## config.mk

```make
export PLATFORM = sky130hd
export DESIGN_NAME = uart_receiver_flat
export DESIGN_NICKNAME = d
export VERILOG_FILES = /design/src/rtl/uart_pkg.sv /design/src/rtl/uart_receiver_if.sv /design/src/rtl/uart_baud_tick.sv /design/src/rtl/uart_receiver.sv /design/src/flat_wrapper.sv
export SDC_FILE = /design/constraint.sdc
export NUM_CORES = 1
export LEC_CHECK = 0
export CORE_ASPECT_RATIO = 1.25
export CORE_MARGIN = 2
export CORE_UTILIZATION = 50
export CTS_CLUSTER_SIZE = 25
export DETAILED_ROUTE_END_ITERATION = 8
export PLACE_DENSITY = 0.7
export SYNTH_ARGS = -nofsm -noshare
export SYNTH_HDL_FRONTEND = slang
export SYNTH_SLANG_ARGS = --single-unit
```

## constraint.sdc

```tcl
create_clock -name clk -period 3.65 [get_ports clk]
set_clock_uncertainty 0.1 [all_clocks]
set_input_delay 1.095 -clock clk [delete_from_list [all_inputs] [get_ports clk]]
set_output_delay 1.095 -clock clk [all_outputs]
set_load 0.005 [all_outputs]
```

## src/rtl/uart_pkg.sv

```systemverilog
// Shared UART definitions used by the receiver and the transmitter.
//   OVERSAMPLE : sample ticks per bit period
//   DATA_BITS  : payload bits per frame
//   BAUD_DIV   : tick-counter reload value per baud_select code; tick period is DIV+1 clks
//   uart_rx_state_t : receiver FSM state encoding
package uart_pkg;

    localparam int unsigned OVERSAMPLE = 16;
    localparam int unsigned DATA_BITS  = 8;
    localparam int unsigned DIV_W      = 14;

    localparam logic [DIV_W-1:0] BAUD_DIV [8] = '{
        14'd10417, 14'd2604, 14'd651, 14'd326, 14'd163, 14'd81, 14'd54, 14'd27
    };

    typedef enum logic [2:0] {
        StIdle,
        StStart,
        StData,
        StParity,
        StStop
    } uart_rx_state_t;

endpackage

```

## src/rtl/uart_receiver_if.sv

```systemverilog
// Receiver-side signal bundle.
//   baud_select, RX_EN, RxD             : driven by the line/control side (master)
//   Rx_DATA, Rx_VALID, Rx_PERROR,
//   Rx_FERROR, RX_BUSY                  : driven by the receiver (slave)
interface uart_receiver_if;

    logic [2:0]                     baud_select;
    logic                           RX_EN;
    logic                           RxD;
    logic [uart_pkg::DATA_BITS-1:0] Rx_DATA;
    logic                           Rx_VALID;
    logic                           Rx_PERROR;
    logic                           Rx_FERROR;
    logic                           RX_BUSY;

    modport master (
        output baud_select, RX_EN, RxD,
        input  Rx_DATA, Rx_VALID, Rx_PERROR, Rx_FERROR, RX_BUSY
    );

    modport slave (
        input  baud_select, RX_EN, RxD,
        output Rx_DATA, Rx_VALID, Rx_PERROR, Rx_FERROR, RX_BUSY
    );

endinterface

```

## src/rtl/uart_baud_tick.sv

```systemverilog
// Oversampling tick generator.
//   clk, reset   : system clock, synchronous active-high reset
//   baud_select  : baud code; selects the reload value from BAUD_DIV
//   sample_tick  : one-clk pulse every DIV+1 clks
module uart_baud_tick
    import uart_pkg::*;
(
    input  logic       clk,
    input  logic       reset,
    input  logic [2:0] baud_select,
    output logic       sample_tick
);

    logic [DIV_W-1:0] cnt_q;

    always_ff @(posedge clk) begin
        if (reset) begin
            cnt_q <= '0;
        end else if (cnt_q == '0) begin
            cnt_q <= BAUD_DIV[baud_select];
        end else begin
            cnt_q <= cnt_q - DIV_W'(1);
        end
    end

    assign sample_tick = (cnt_q == '0);

endmodule

```

## src/rtl/uart_receiver.sv

```systemverilog
// UART receiver: start, 8 data bits LSB-first, even parity, stop; 16x oversampling.
//   clk, reset : system clock, synchronous active-high reset
//   rx         : slave side of uart_receiver_if (line input, enable, baud code,
//                received byte, valid pulse, parity/framing flags, busy)
module uart_receiver #(
    parameter int unsigned OVERSAMPLE  = uart_pkg::OVERSAMPLE,
    parameter int unsigned SYNC_STAGES = 2
) (
    input  logic           clk,
    input  logic           reset,
    uart_receiver_if.slave rx
);

    import uart_pkg::*;

    localparam int unsigned CW  = $clog2(OVERSAMPLE);
    localparam int unsigned BW  = $clog2(DATA_BITS);
    // Sample point: tick 7 of 16, i.e. mid-bit counted from the start-detect tick.
    localparam logic [CW-1:0] MID = CW'(OVERSAMPLE / 2 - 1);

    localparam logic [2:0] IDLE   = StIdle;
    localparam logic [2:0] START  = StStart;
    localparam logic [2:0] DATA   = StData;
    localparam logic [2:0] PARITY = StParity;
    localparam logic [2:0] STOP   = StStop;

    logic [SYNC_STAGES-1:0] sync_q;
    logic                   rxs;
    logic                   sample_tick;
    logic [2:0]             tick_sel;

    logic [2:0]           state_q, state_d;
    logic [2:0]           baud_q, baud_d;
    logic [CW-1:0]        scnt_q, scnt_d, scnt_inc;
    logic [BW-1:0]        bcnt_q, bcnt_d;
    logic [DATA_BITS-1:0] shift_q, shift_d;
    logic                 perr_q, perr_d;
    logic [DATA_BITS-1:0] data_q, data_d;
    logic                 valid_q, valid_d;
    logic                 perr_out_q, perr_out_d;
    logic                 ferr_q, ferr_d;

    always_ff @(posedge clk) begin
        if (reset) begin
            sync_q <= '1;
        end else begin
            sync_q <= {sync_q[SYNC_STAGES-2:0], rx.RxD};
        end
    end

    assign rxs = sync_q[SYNC_STAGES-1];

    // In IDLE the tick follows the live code so the start edge is found at the right rate;
    // from START onwards the code captured at start detection is used.
    assign tick_sel = (state_q == IDLE) ? rx.baud_select : baud_q;

    uart_baud_tick u_tick (
        .clk         (clk),
        .reset       (reset),
        .baud_select (tick_sel),
        .sample_tick (sample_tick)
    );

    assign scnt_inc = scnt_q + CW'(1);

    always_comb begin
        state_d    = state_q;
        baud_d     = baud_q;
        scnt_d     = scnt_q;
        bcnt_d     = bcnt_q;
        shift_d    = shift_q;
        perr_d     = perr_q;
        data_d     = data_q;
        perr_out_d = perr_out_q;
        ferr_d     = ferr_q;
        valid_d    = 1'b0;

        if (!rx.RX_EN) begin
            state_d = IDLE;
        end else if (sample_tick) begin
            case (state_q)
                IDLE: begin
                    if (!rxs) begin
                        state_d = START;
                        scnt_d  = '0;
                        baud_d  = rx.baud_select;
                    end
                end
                START: begin
                    scnt_d = scnt_inc;
                    if (scnt_inc == MID) begin
                        if (rxs) begin
                            state_d = IDLE;
                        end else begin
                            state_d = DATA;
                            bcnt_d  = '0;
                        end
                    end
                end
                DATA: begin
                    // Counter free-runs and wraps, so every bit is sampled OVERSAMPLE ticks apart.
                    scnt_d = scnt_inc;
                    if (scnt_inc == MID) begin
                        shift_d = {rxs, shift_q[DATA_BITS-1:1]};
                        bcnt_d  = bcnt_q + BW'(1);
                        if (bcnt_q == BW'(DATA_BITS - 1)) begin
                            state_d = PARITY;
                        end
                    end
                end
                PARITY: begin
                    scnt_d = scnt_inc;
                    if (scnt_inc == MID) begin
                        perr_d  = rxs ^ (^shift_q);
                        state_d = STOP;
                    end
                end
                STOP: begin
                    scnt_d = scnt_inc;
                    if (scnt_inc == MID) begin
                        // Return to IDLE at mid-stop so a start bit right after is caught.
                        data_d     = shift_q;
                        perr_out_d = perr_q;
                        ferr_d     = ~rxs;
                        valid_d    = ~perr_q & rxs;
                        state_d    = IDLE;
                    end
                end
                default: state_d = IDLE;
            endcase
        end
    end

    always_ff @(posedge clk) begin
        if (reset) begin
            state_q    <= IDLE;
            baud_q     <= '0;
            scnt_q     <= '0;
            bcnt_q     <= '0;
            shift_q    <= '0;
            perr_q     <= 1'b0;
            data_q     <= '0;
            valid_q    <= 1'b0;
            perr_out_q <= 1'b0;
            ferr_q     <= 1'b0;
        end else begin
            state_q    <= state_d;
            baud_q     <= baud_d;
            scnt_q     <= scnt_d;
            bcnt_q     <= bcnt_d;
            shift_q    <= shift_d;
            perr_q     <= perr_d;
            data_q     <= data_d;
            valid_q    <= valid_d;
            perr_out_q <= perr_out_d;
            ferr_q     <= ferr_d;
        end
    end

    assign rx.Rx_DATA   = data_q;
    assign rx.Rx_VALID  = valid_q;
    assign rx.Rx_PERROR = perr_out_q;
    assign rx.Rx_FERROR = ferr_q;
    assign rx.RX_BUSY   = (state_q != IDLE);

endmodule

```

## src/flat_wrapper.sv

```systemverilog
// flat-port wrapper written by rule: the top's interface ports become plain ports
module uart_receiver_flat import uart_pkg::*;
#(
    parameter int unsigned OVERSAMPLE  = uart_pkg::OVERSAMPLE,
    parameter int unsigned SYNC_STAGES = 2
)
  (clk, reset, rx_baud_select, rx_RX_EN, rx_RxD, rx_Rx_DATA, rx_Rx_VALID, rx_Rx_PERROR, rx_Rx_FERROR, rx_RX_BUSY);
  uart_receiver_if rx_i ();
  input  logic clk;
  input  logic reset;
  input wire logic [$bits(rx_i.baud_select)-1:0] rx_baud_select;
  input wire logic [$bits(rx_i.RX_EN)-1:0] rx_RX_EN;
  input wire logic [$bits(rx_i.RxD)-1:0] rx_RxD;
  output wire logic [$bits(rx_i.Rx_DATA)-1:0] rx_Rx_DATA;
  output wire logic [$bits(rx_i.Rx_VALID)-1:0] rx_Rx_VALID;
  output wire logic [$bits(rx_i.Rx_PERROR)-1:0] rx_Rx_PERROR;
  output wire logic [$bits(rx_i.Rx_FERROR)-1:0] rx_Rx_FERROR;
  output wire logic [$bits(rx_i.RX_BUSY)-1:0] rx_RX_BUSY;
  assign rx_i.baud_select = rx_baud_select;
  assign rx_i.RX_EN = rx_RX_EN;
  assign rx_i.RxD = rx_RxD;
  assign rx_Rx_DATA = rx_i.Rx_DATA;
  assign rx_Rx_VALID = rx_i.Rx_VALID;
  assign rx_Rx_PERROR = rx_i.Rx_PERROR;
  assign rx_Rx_FERROR = rx_i.Rx_FERROR;
  assign rx_RX_BUSY = rx_i.RX_BUSY;
  uart_receiver #(.OVERSAMPLE(OVERSAMPLE), .SYNC_STAGES(SYNC_STAGES)) u_core (.clk(clk), .reset(reset), .rx(rx_i));
endmodule
```

==> results.py <==
metrics = {
    "worst_setup_path": {
        "regToRegStartpoint": "u_core.u_tick.cnt_q[10]",
        "cp-start-kind": "flip-flop",
        "reg2regPathDepth": 6,
        "path_class": "flip-flop to output pin",
        "reg2reg_to": "u_core.state_q[1]",
        "crit_arrival_ns": 1.87,
        "end_kind": "output pin",
        "regToRegSetupSlack_ns": 1.18,
        "cp_max_fo": 9,
        "required_ns": 2.45,
    },
    "floorplanning": {
        "ios": 19,
        "die_width_um": 67.4,
        "start_util": 0.523,
        "die_area_um2": 5610,
        "rows": 28,
        "dieHeight_um": 83.2,
        "coreArea_um2": 4800,
    },
    "routing": {
        "routedWlPerCell_um": 13.7,
        "dr.pass1.iters": 4,
        "totalWireLength_mm": 4.92,
        "num_vias": 1948,
        "drt_iter0_drc": 105,
        "drc": 0,
        "viasPerCell": 5.43,
        "ant_nets": 0,
    },
    "synth": {
        "synthFlopType": "dfxtp_1",
        "synth_top_family_by_area": "simple AND/OR/NAND/NOR gates",
        "ys_ff_latch": 49,
        "synthSimpleGateAreaFrac": 0.231,
        "yosysSeqAreaShare": 0.391,
        "avgSynthCellArea_um2": 8.90,
        "async_flop_share": 0,
        "ys_warn_count": 0,
        "synthAdderAreaFrac": 0.0648,
        "syn_nets": 302,
        "synth_compound_gate_area_share": 0.102,
        "synthXorXnorAreaFrac": 0.0663,
        "yosysUniqueCellTypes": 44,
        "synth_edf_count": 0,
        "synthCells": 282,
        "synth_area_um2": 2510,
        "synthMuxAreaShare": 0.104,
    },
    "clock_network": {
        "clk_latency_ns": 0.31,
        "clk_pin_slew_ns": 0.10,
        "cts_resized": 0,
        "cts_buffers": 5,
        "cts.path.max_buffers": 2,
        "postCtsHoldBufs": 0,
        "cts-root-buf": "clkbuf_8",
        "cts.sinks": 49,
        "post_cts_buffers": 0,
        "cts_tree": "yes",
        "h-tree-depth": 2,
    },
    "final_layout": {
        "n_fill_cell": 430,
        "nets": 318,
        "diodes": 0,
        "area_growth_pct": 12.9,
        "drive_gt1_frac": 0.0736,
    },
    "grt": {
        "grt_antenna_before_repair": 0,
        "grt-ovfl-total": 0,
        "grt_max_degree": 47,
        "grt_util_all_layers": 0.188,
        "grt_first_pass_wirelength_mm": 8.31,
        "grt_pass1_vias": 1866,
    },
    "flow_run": {
        "cap_violations": 0,
    },
    "timing": {
        "fin_crit_sh": 0.841,
        "fin_tns_setup_ns": 0,
        "slew_violations": 0,
        "tightest_slew_ns": 0.652,
        "setup_viol": 0,
        "finalCriticalPeriod_ns": 3.07,
        "rsz0062_at_grt": "no",
        "hold_viol": 0,
        "slew_headroom": 0.553,
        "max_freq_mhz": 326,
    },
    "placed_design": {
        "io_buffers": 18,
        "hpwl_mm": 3.56,
        "gp_congestion": 0.868,
    },
    "pwr": {
        "p_leak_nw": 1.22,
        "irDropWorstVdd_mv": 0.299,
        "p_per_area_nw_per_um2": 525,
        "finalPower_mw": 1.49,
    },
    "outcome": {
        "status": "finished clean",
    },
    "worst_hold_path": {
        "min-delay-path-class": "flip-flop to flip-flop",
        "hold_depth": 1,
        "hp-start": "u_core.sync_q[0]",
        "hold_path_end": "u_core.sync_q[1]",
    },
}
[power by group]
part | switching, mW | internal (mW)
sequential | 0.0642 | 0.600
clock | 0.198 | 0.143
combinational | 0.262 | 0.220
[registers in the layout, summed over array words and instances (netlist names), 2 cells and up]
signal,flops
u_core.shift_q,8
u_core.bcnt_q,3
u_core.sync_q,2
u_core.u_tick.cnt_q,14
u_core.scnt_q,4
u_core.state_q,3
u_core.rx.Rx_DATA,8
u_core.baud_q,3
[final cells by class]
cell class	instances	area, um2	area share
Tap cell	60	75.1	0.0265
Timing Repair Buffer	21	203	0.0716
Clock buffer	5	68.8	0.0243
Inverter	14	52.6	0.0186
Sequential cell	49	981	0.346
Clock inverter	3	28.8	0.0102
Multi-Input combinational cell	207	1420	0.503
[per-stage QoR]
stage	worst slack (ns)	area (um2)	utilization	hold WS, ns	cells
3_3_place_gp	0.660	2740	0.570	0.297	351
2_1_floorplan	1.34	2510	-	0.289	282
3_5_place_dp	0.638	2740	0.570	0.298	351
5_1_grt	0.461	2830	0.590	0.349	359
4_1_cts	0.553	2830	0.590	0.323	359
6_report	0.581	2830	0.590	0.323	359
[layout by cell type (no fill, tap or decap), drive strengths merged, types with 4 or more instances in the layout]
master | synthesis | layout
mux2i | 26 | 26
ha | 13 | 13
clkdlybuf4s50 | 0 | 18
dfxtp | 49 | 49
nor4 | 6 | 6
nor3b | 5 | 5
clkbuf | 7 | 5
xnor2 | 15 | 15
a211oi | 7 | 7
a21oi | 13 | 13
nand4 | 6 | 6
nand2 | 23 | 23
nor2 | 41 | 41
nor3 | 8 | 8
inv | 14 | 16
o21ai | 6 | 6
xor2 | 4 | 4
[cells by family (layout without fill, tap and decap cells)]
kind of cell               after synthesis  after routing
buffers and inverters                   26             43
AOI/OAI and AO/OA                       39             39
and+or+nand+nor                        110            110
DFF                                     49             49
muxes                                   26             26
xor gates and xnor gates                19             19
adders and majority gates               13             13
[Yosys cell counts, types with 2 or more instances]
cell,instances,share of area
nand3_1,2,0.0040
a31oi_1,2,0.0050
inv_1,14,0.021
nand3b_1,2,0.0060
a2bb2oi_1,2,0.0070
a21oi_1,13,0.026
dfxtp_1,49,0.39
o21ai_0,5,0.010
a211oi_1,7,0.021
buf_2,3,0.0060
nor3b_1,5,0.015
o22ai_1,2,0.0050
nand4_1,6,0.015
or3_1,2,0.0050
nor4_1,4,0.010
a221oi_1,3,0.010
and2_1,3,0.0075
clkbuf_1,7,0.010
nor3_1,7,0.014
nor2_1,40,0.060
mux2i_1,26,0.10
nand2_1,23,0.034
or2_2,3,0.0075
ha_1,13,0.065
xnor2_1,15,0.052
xor2_1,4,0.014
or4_4,2,0.0090
nor2b_1,2,0.0050
[metal layers]
| metal | vias to the layer above | routed length (um) | track usage |
|---|---|---|---|
| li1 | 1007 | - | - |
| met1 | 905 | 2190 | 0.213 |
| met2 | 30 | 2540 | 0.338 |
| met3 | 6 | 129 | 0.0434 |
| met4 | 0 | 59 | 0.0557 |
| met5 | - | 0 | 0 |
[worst max path at each step]
stage                 startpoint                     end  slack, ns
3_3_place_gp            rx_RX_EN       u_core.shift_q[7]       0.66
3_5_place_dp            rx_RX_EN       u_core.shift_q[7]       0.64
2_1_floorplan  rx_baud_select[1]  u_core.u_tick.cnt_q[0]       1.34
6_report       u_core.state_q[2]              rx_RX_BUSY       0.58
5_1_grt        u_core.state_q[2]              rx_RX_BUSY       0.46
4_1_cts        u_core.state_q[2]              rx_RX_BUSY       0.55
[critical path, cell delays in order, from the launching register on]
cell and delay [ns]:
dfxtp_1 0.41, nor3_2 0.44, inv_1 0.22, clkdlybuf4s50_1 0.50
No activity file was read; power rests on OpenSTA's default activity.
